==> config.mk <==
export PLATFORM = sky130hd
export DESIGN_NAME = store_narrow_rmw_flat
export DESIGN_NICKNAME = d
export VERILOG_FILES = /design/src/rtl/store_narrow_rmw_pkg.sv /design/src/rtl/store_narrow_rmw_if.sv /design/src/rtl/store_lane_merge.sv /design/src/rtl/store_narrow_rmw.sv /design/src/flat_wrapper.sv
export SDC_FILE = /design/constraint.sdc
export NUM_CORES = 1
export LEC_CHECK = 0
export ABC_AREA = 1
export BUFFER_PORTS_ARGS = -buffer_cell sky130_fd_sc_hd__buf_2
export CAP_MARGIN = 10
export CORE_UTILIZATION = 53
export CTS_CLUSTER_DIAMETER = 50
export CTS_CLUSTER_SIZE = 40
export DETAILED_ROUTE_END_ITERATION = 10
export PLACE_DENSITY = 0.83
export SLEW_MARGIN = 20
export SYNTH_ARGS = -nofsm -noshare
export SYNTH_HDL_FRONTEND = slang
export SYNTH_SLANG_ARGS = --single-unit
export TNS_END_PERCENT = 5
==> constraint.sdc <==
create_clock -name clk -period 1.8 [get_ports clk]
set_input_delay 0.09 -clock clk [delete_from_list [all_inputs] [get_ports clk]]
set_output_delay 0.09 -clock clk [all_outputs]
set_load 0.1 [all_outputs]
==> src/rtl/store_narrow_rmw_pkg.sv <==
// Shared encodings for the narrow-store path: access sizes, FSM states and
// the alignment rule applied when a store request is accepted.
package mips_mem_pkg;

  localparam logic [1:0] SZ_BYTE = 2'b00;
  localparam logic [1:0] SZ_HALF = 2'b01;
  localparam logic [1:0] SZ_WORD = 2'b10;

  localparam int DEF_TIMEOUT_CYC = 255;

  typedef enum logic [2:0] {
    IDLE,
    READ,
    WAIT,
    WRITE,
    DONE,
    ERR
  } state_t;

  // Halfwords need an even address, words a 4-byte aligned one; size 11 never passes.
  function automatic logic store_is_legal(input logic [1:0] size, input logic [1:0] off);
    logic ok;
    case (size)
      SZ_BYTE: ok = 1'b1;
      SZ_HALF: ok = ~off[0];
      SZ_WORD: ok = (off == 2'b00);
      default: ok = 1'b0;
    endcase
    return ok;
  endfunction

endpackage

==> src/rtl/store_narrow_rmw_if.sv <==
// Store request handshake plus the word-wide data memory port of the
// narrow-store block; slave is the block's view, master the requester/memory.
interface store_narrow_rmw_if;
  logic        st_valid;
  logic        st_ready;
  logic [31:0] st_addr;
  logic [31:0] st_data;
  logic [1:0]  st_size;
  logic        done;
  logic        err;
  logic [29:0] mem_addr;
  logic        mem_rd_en;
  logic [31:0] mem_rdata;
  logic        mem_rvalid;
  logic        mem_we;
  logic [31:0] mem_wdata;

  modport slave (
    input  st_valid, st_addr, st_data, st_size, mem_rdata, mem_rvalid,
    output st_ready, done, err, mem_addr, mem_rd_en, mem_we, mem_wdata
  );

  modport master (
    output st_valid, st_addr, st_data, st_size, mem_rdata, mem_rvalid,
    input  st_ready, done, err, mem_addr, mem_rd_en, mem_we, mem_wdata
  );
endinterface

==> src/rtl/store_lane_merge.sv <==
// Combinational lane merge: drops a byte or halfword into an existing word at
// the given byte offset, honouring the configured byte-lane order.
module store_lane_merge
  import mips_mem_pkg::*;
#(
  parameter bit BIG_ENDIAN = 1'b1
) (
  input  logic [31:0] old_word,
  input  logic [31:0] data,
  input  logic [1:0]  off,
  input  logic [1:0]  size,
  output logic [31:0] new_word
);

  logic [4:0]  sh;
  logic [31:0] mask;
  logic [31:0] lane;

  always_comb begin
    sh       = 5'd0;
    mask     = 32'h0;
    lane     = 32'h0;
    new_word = old_word;
    case (size)
      SZ_BYTE: begin
        // Big-endian offset 0 sits in the top byte, so the shift counts down.
        sh       = BIG_ENDIAN ? (5'd24 - {off, 3'b000}) : {off, 3'b000};
        mask     = 32'h0000_00FF << sh;
        lane     = {24'h0, data[7:0]} << sh;
        new_word = (old_word & ~mask) | lane;
      end
      SZ_HALF: begin
        sh       = BIG_ENDIAN ? (5'd16 - {off[1], 4'b0000}) : {off[1], 4'b0000};
        mask     = 32'h0000_FFFF << sh;
        lane     = {16'h0, data[15:0]} << sh;
        new_word = (old_word & ~mask) | lane;
      end
      SZ_WORD: new_word = data;
      default: new_word = old_word;
    endcase
  end

endmodule

==> src/rtl/store_narrow_rmw.sv <==
// Narrows a register value to byte/halfword/word and stores it into a memory
// without byte enables, using read-modify-write for sub-word stores.
module store_narrow_rmw
  import mips_mem_pkg::*;
#(
  parameter bit BIG_ENDIAN  = 1'b1,
  parameter int TIMEOUT_CYC = DEF_TIMEOUT_CYC
) (
  input  logic              clk,
  input  logic              rst_n,
  store_narrow_rmw_if.slave bus
);

  localparam logic [7:0] TMO = 8'(TIMEOUT_CYC);

  state_t      state_q, state_d;
  logic [31:0] addr_q, addr_d;
  logic [31:0] data_q, data_d;
  logic [1:0]  size_q, size_d;
  logic [31:0] wdata_q, wdata_d;
  logic [7:0]  cnt_q, cnt_d;
  logic [7:0]  cnt_inc;
  logic [31:0] merged;

  store_lane_merge #(.BIG_ENDIAN(BIG_ENDIAN)) u_merge (
    .old_word (bus.mem_rdata),
    .data     (data_q),
    .off      (addr_q[1:0]),
    .size     (size_q),
    .new_word (merged)
  );

  assign cnt_inc = cnt_q + 8'd1;

  always_comb begin
    state_d = state_q;
    addr_d  = addr_q;
    data_d  = data_q;
    size_d  = size_q;
    wdata_d = wdata_q;
    cnt_d   = cnt_q;
    case (state_q)
      IDLE: begin
        if (bus.st_valid) begin
          addr_d = bus.st_addr;
          data_d = bus.st_data;
          size_d = bus.st_size;
          if (!store_is_legal(bus.st_size, bus.st_addr[1:0])) begin
            state_d = ERR;
          end else if (bus.st_size == SZ_WORD) begin
            wdata_d = bus.st_data;
            state_d = WRITE;
          end else begin
            state_d = READ;
          end
        end
      end
      READ: begin
        cnt_d   = 8'd0;
        state_d = WAIT;
      end
      WAIT: begin
        // Read data arriving on the final allowed cycle still wins over the timeout.
        if (bus.mem_rvalid) begin
          wdata_d = merged;
          state_d = WRITE;
        end else begin
          cnt_d = cnt_inc;
          if (cnt_inc == TMO) state_d = ERR;
        end
      end
      WRITE:   state_d = DONE;
      DONE:    state_d = IDLE;
      ERR:     state_d = IDLE;
      default: state_d = IDLE;
    endcase
  end

  always_comb begin
    bus.st_ready  = (state_q == IDLE);
    bus.mem_rd_en = (state_q == READ);
    bus.mem_we    = (state_q == WRITE);
    bus.done      = (state_q == DONE);
    bus.err       = (state_q == ERR);
    bus.mem_addr  = addr_q[31:2];
    bus.mem_wdata = wdata_q;
  end

  always_ff @(posedge clk or negedge rst_n) begin
    if (!rst_n) begin
      state_q <= IDLE;
      addr_q  <= 32'h0;
      data_q  <= 32'h0;
      size_q  <= 2'b00;
      wdata_q <= 32'h0;
      cnt_q   <= 8'h0;
    end else begin
      state_q <= state_d;
      addr_q  <= addr_d;
      data_q  <= data_d;
      size_q  <= size_d;
      wdata_q <= wdata_d;
      cnt_q   <= cnt_d;
    end
  end

endmodule

==> src/flat_wrapper.sv <==
// flat-port wrapper written by rule: the top's interface ports become plain ports
module store_narrow_rmw_flat import mips_mem_pkg::*;
#(
  parameter bit BIG_ENDIAN  = 1'b1,
  parameter int TIMEOUT_CYC = DEF_TIMEOUT_CYC
)
  (clk, rst_n, bus_st_valid, bus_st_addr, bus_st_data, bus_st_size, bus_mem_rdata, bus_mem_rvalid, bus_st_ready, bus_done, bus_err, bus_mem_addr, bus_mem_rd_en, bus_mem_we, bus_mem_wdata);
  store_narrow_rmw_if bus_i ();
  input  logic clk;
  input  logic rst_n;
  input wire logic [$bits(bus_i.st_valid)-1:0] bus_st_valid;
  input wire logic [$bits(bus_i.st_addr)-1:0] bus_st_addr;
  input wire logic [$bits(bus_i.st_data)-1:0] bus_st_data;
  input wire logic [$bits(bus_i.st_size)-1:0] bus_st_size;
  input wire logic [$bits(bus_i.mem_rdata)-1:0] bus_mem_rdata;
  input wire logic [$bits(bus_i.mem_rvalid)-1:0] bus_mem_rvalid;
  output wire logic [$bits(bus_i.st_ready)-1:0] bus_st_ready;
  output wire logic [$bits(bus_i.done)-1:0] bus_done;
  output wire logic [$bits(bus_i.err)-1:0] bus_err;
  output wire logic [$bits(bus_i.mem_addr)-1:0] bus_mem_addr;
  output wire logic [$bits(bus_i.mem_rd_en)-1:0] bus_mem_rd_en;
  output wire logic [$bits(bus_i.mem_we)-1:0] bus_mem_we;
  output wire logic [$bits(bus_i.mem_wdata)-1:0] bus_mem_wdata;
  assign bus_i.st_valid = bus_st_valid;
  assign bus_i.st_addr = bus_st_addr;
  assign bus_i.st_data = bus_st_data;
  assign bus_i.st_size = bus_st_size;
  assign bus_i.mem_rdata = bus_mem_rdata;
  assign bus_i.mem_rvalid = bus_mem_rvalid;
  assign bus_st_ready = bus_i.st_ready;
  assign bus_done = bus_i.done;
  assign bus_err = bus_i.err;
  assign bus_mem_addr = bus_i.mem_addr;
  assign bus_mem_rd_en = bus_i.mem_rd_en;
  assign bus_mem_we = bus_i.mem_we;
  assign bus_mem_wdata = bus_i.mem_wdata;
  store_narrow_rmw #(.BIG_ENDIAN(BIG_ENDIAN), .TIMEOUT_CYC(TIMEOUT_CYC)) u_core (.clk(clk), .rst_n(rst_n), .bus(bus_i));
endmodule
==> results.txt <==
Fraction of layout cells with a size suffix above 1: 28.01%
Clock Tree Buf Depth: 2
Largest net degree at the start of global routing: 41
All-layer global routing usage: 32.18%
Placer Congestion: 0.9303
Crit share post-route: 96.23%
Row count: 39
FF/Latch Area: 2730 sq um
Fill cells: 910
Crit-path cells: inv_2 -> nand2_2 -> nor2_4 -> buf_2
Synth Register Bits: 109
Worst-Margin Slew: 0.5244 ns
Cells after Synth: 793
1st-iter DRT viols: 401
Area grow syn2layout: 28.78%
Area of the multi-input gates: 2838 sq um
Syn. warnings: 0
Syn Area/Cell: 7.769 sq um
Relative slew slack: 65.28%
Starting Density: 54.19%
Critical path data required time: 1.71 ns
Crit end category: output pin
Max-slew violation count: 0
First-pass GRT wire length: 29,560 um
Fin util: 69.78%
Sequential share of the synthesized area: 44.27%
Via density: 5.485
Antenna Nets Post-Route: 0
Clk_skew: 0.01256 ns
RSZ-0062 raised after global routing: true
Pre-CTS setup slack: 0.1205 ns
Router iterations before antenna repair: 5
Initial antenna violation count: 0
Slowest library cell on the worst path: buf_2
Crit path max fanout: 6
Cell taking the most area after synthesis: dfrtp_1
Number of global-route vias before repair: 6,003
WL per Instance: 16.29 um
Yosys top cell area share: 44.27%
Achievable Freq: 0.5773 GHz
Fin. Hold Viols: 0
Post-DP HPWL: 12,400 um
Ant diodes: 0
Worst-path clk slew: 0.08 ns
Dominant cells by area after synthesis: dfrtp_1 44%, nand2_1 16%, mux2_2 8.2%
CTS tree: done
Max cap viols: 0
Synthesized net count: 897
Worst path max stage delay: 0.46 ns
CTS Buf Count: 9
Grt total ovfl: 0
Cell Area, Synth: 6161 sq um
Sum Neg Setup Slack: 0 ns
Clock Sinks: 109
Status: completed
CTS root buffer: clkbuf_16
Synth cell types: 29
Area of the core: 11,370 sq um
Crit path arrival time: 1.64 ns
WS Path Type: register to output pin
H-tree levels: 3
Die height: 109.8 um
Final Setup Violations: 0
Clock period minus worst slack: 1.732 ns
WL final: 18,440 um
Commonest non-fill, non-tap cell in the layout: nand2_1
Worst-Skew Late Latency: 0.36 ns
Input/output buffers: 168
Vias: 6,209
Final WS setup: 0.06780 ns
Setup crit start kind: register
Nets: 1,088
Hold slack: 0.008182 ns
Drc violations: 0
Worst hold path type: primary input to register
Commonest cells after routing, fill and taps aside: 265 x nand2_1, 167 x buf_2, 107 x dfrtp_1, 58 x nand3_1
DIE AREA: 12,060 sq um
Die X: 109.8 um
I/O pins: 169
[cells by family (layout without fill, tap and decap cells)]
family	Yosys count	in the layout	share of synthesized area [%]
DFF	109	109	44.27
AOI/OAI and AO/OA	136	136	11.96
buffers and inverters	126	322	10.13
adders and majority gates	2	2	0.4061
muxes	45	45	8.225
and+or+nand+nor	375	375	25.00
[cell usage after synthesis (all sizes together)]
cell and n:
a21oi 46, a31oi 6, buf 56, clkbuf 11, dfrtp 109, ha 2, inv 59, mux2 45
nand2 270, nand3 59, nand4 4, nor2 36, nor3 5, o211ai 8, o21a 3, o21ai 59
o22ai 14, or2 1
[layout make-up]
class	instances	share of cell area [%]
Timing Repair Buffer	247	21.01
Clock buffer	10	3.012
Inverter	59	2.791
Sequential cell	109	34.41
Tap cell	143	2.255
Clock inverter	6	0.7570
Multi-Input combinational cell	558	35.77
[timing repair]
| action | in CTS | in global routing |
|---|---|---|
| endpoints found under the hold margin | 78 | 0 |
| setup buffers | 0 | 0 |
| gates resized for setup | 0 | 6 |
| hold buffers | 52 | 0 |
| setup endpoints to repair | 0 | 21 |
[critical path: cells and delay by family (launching register included)]
family / cells / cell delay [ns]
buf+inv: 2 / 0.58
simple gates: 2 / 0.30
flops: 1 / 0.40
[state kept, by name (all words and copies together) (netlist names)]
register              cells
u_core.data_q            32
u_core.size_q             2
u_core.addr_q            32
u_core.state_q            3
u_core.cnt_q              8
u_core.bus.mem_wdata     32
[per-stage QoR]
step                cells  cell area (sq um)
floorplan             793               6171
global placement     1064               7101
detailed placement   1064               7101
CTS                  1132               7920
global route         1132               7934
finish               1132               7934
[layer usage]
metal / up-vias / global-route usage, % / wire length [um]
li1: 2955 / - / -
met4: 0 / 11.33 / 450
met1: 2896 / 39.95 / 7335
met2: 319 / 54.06 / 9055
met5: - / 0 / 0
met3: 39 / 8.358 / 1597
[worst paths after layout]
kind	start	endpoint	slack [ns]	depth (start not counted)
setup / recovery	u_core.state_q[0]$_DFFE_PN0P_	bus_st_ready	0.07	4
hold / removal	bus_st_data[9]	u_core.data_q[9]$_DFFE_PN0P_	0.008	3
setup reg to reg	u_core.state_q[2]$_DFFE_PN0P_	u_core.bus.mem_wdata[10]$_DFFE_PN0P_	0.09	8
hold reg to reg	u_core.bus.mem_wdata[1]$_DFFE_PN0P_	u_core.bus.mem_wdata[1]$_DFFE_PN0P_	0.48	2
max in group asynchronous	rst_n	u_core.state_q[1]$_DFFE_PN0P_	0.96	3
min in group asynchronous	rst_n	u_core.data_q[17]$_DFFE_PN0P_	0.21	2
Power is not shown: default switching activity piles up to over one toggle a cycle in this logic, so the estimate is an artifact.
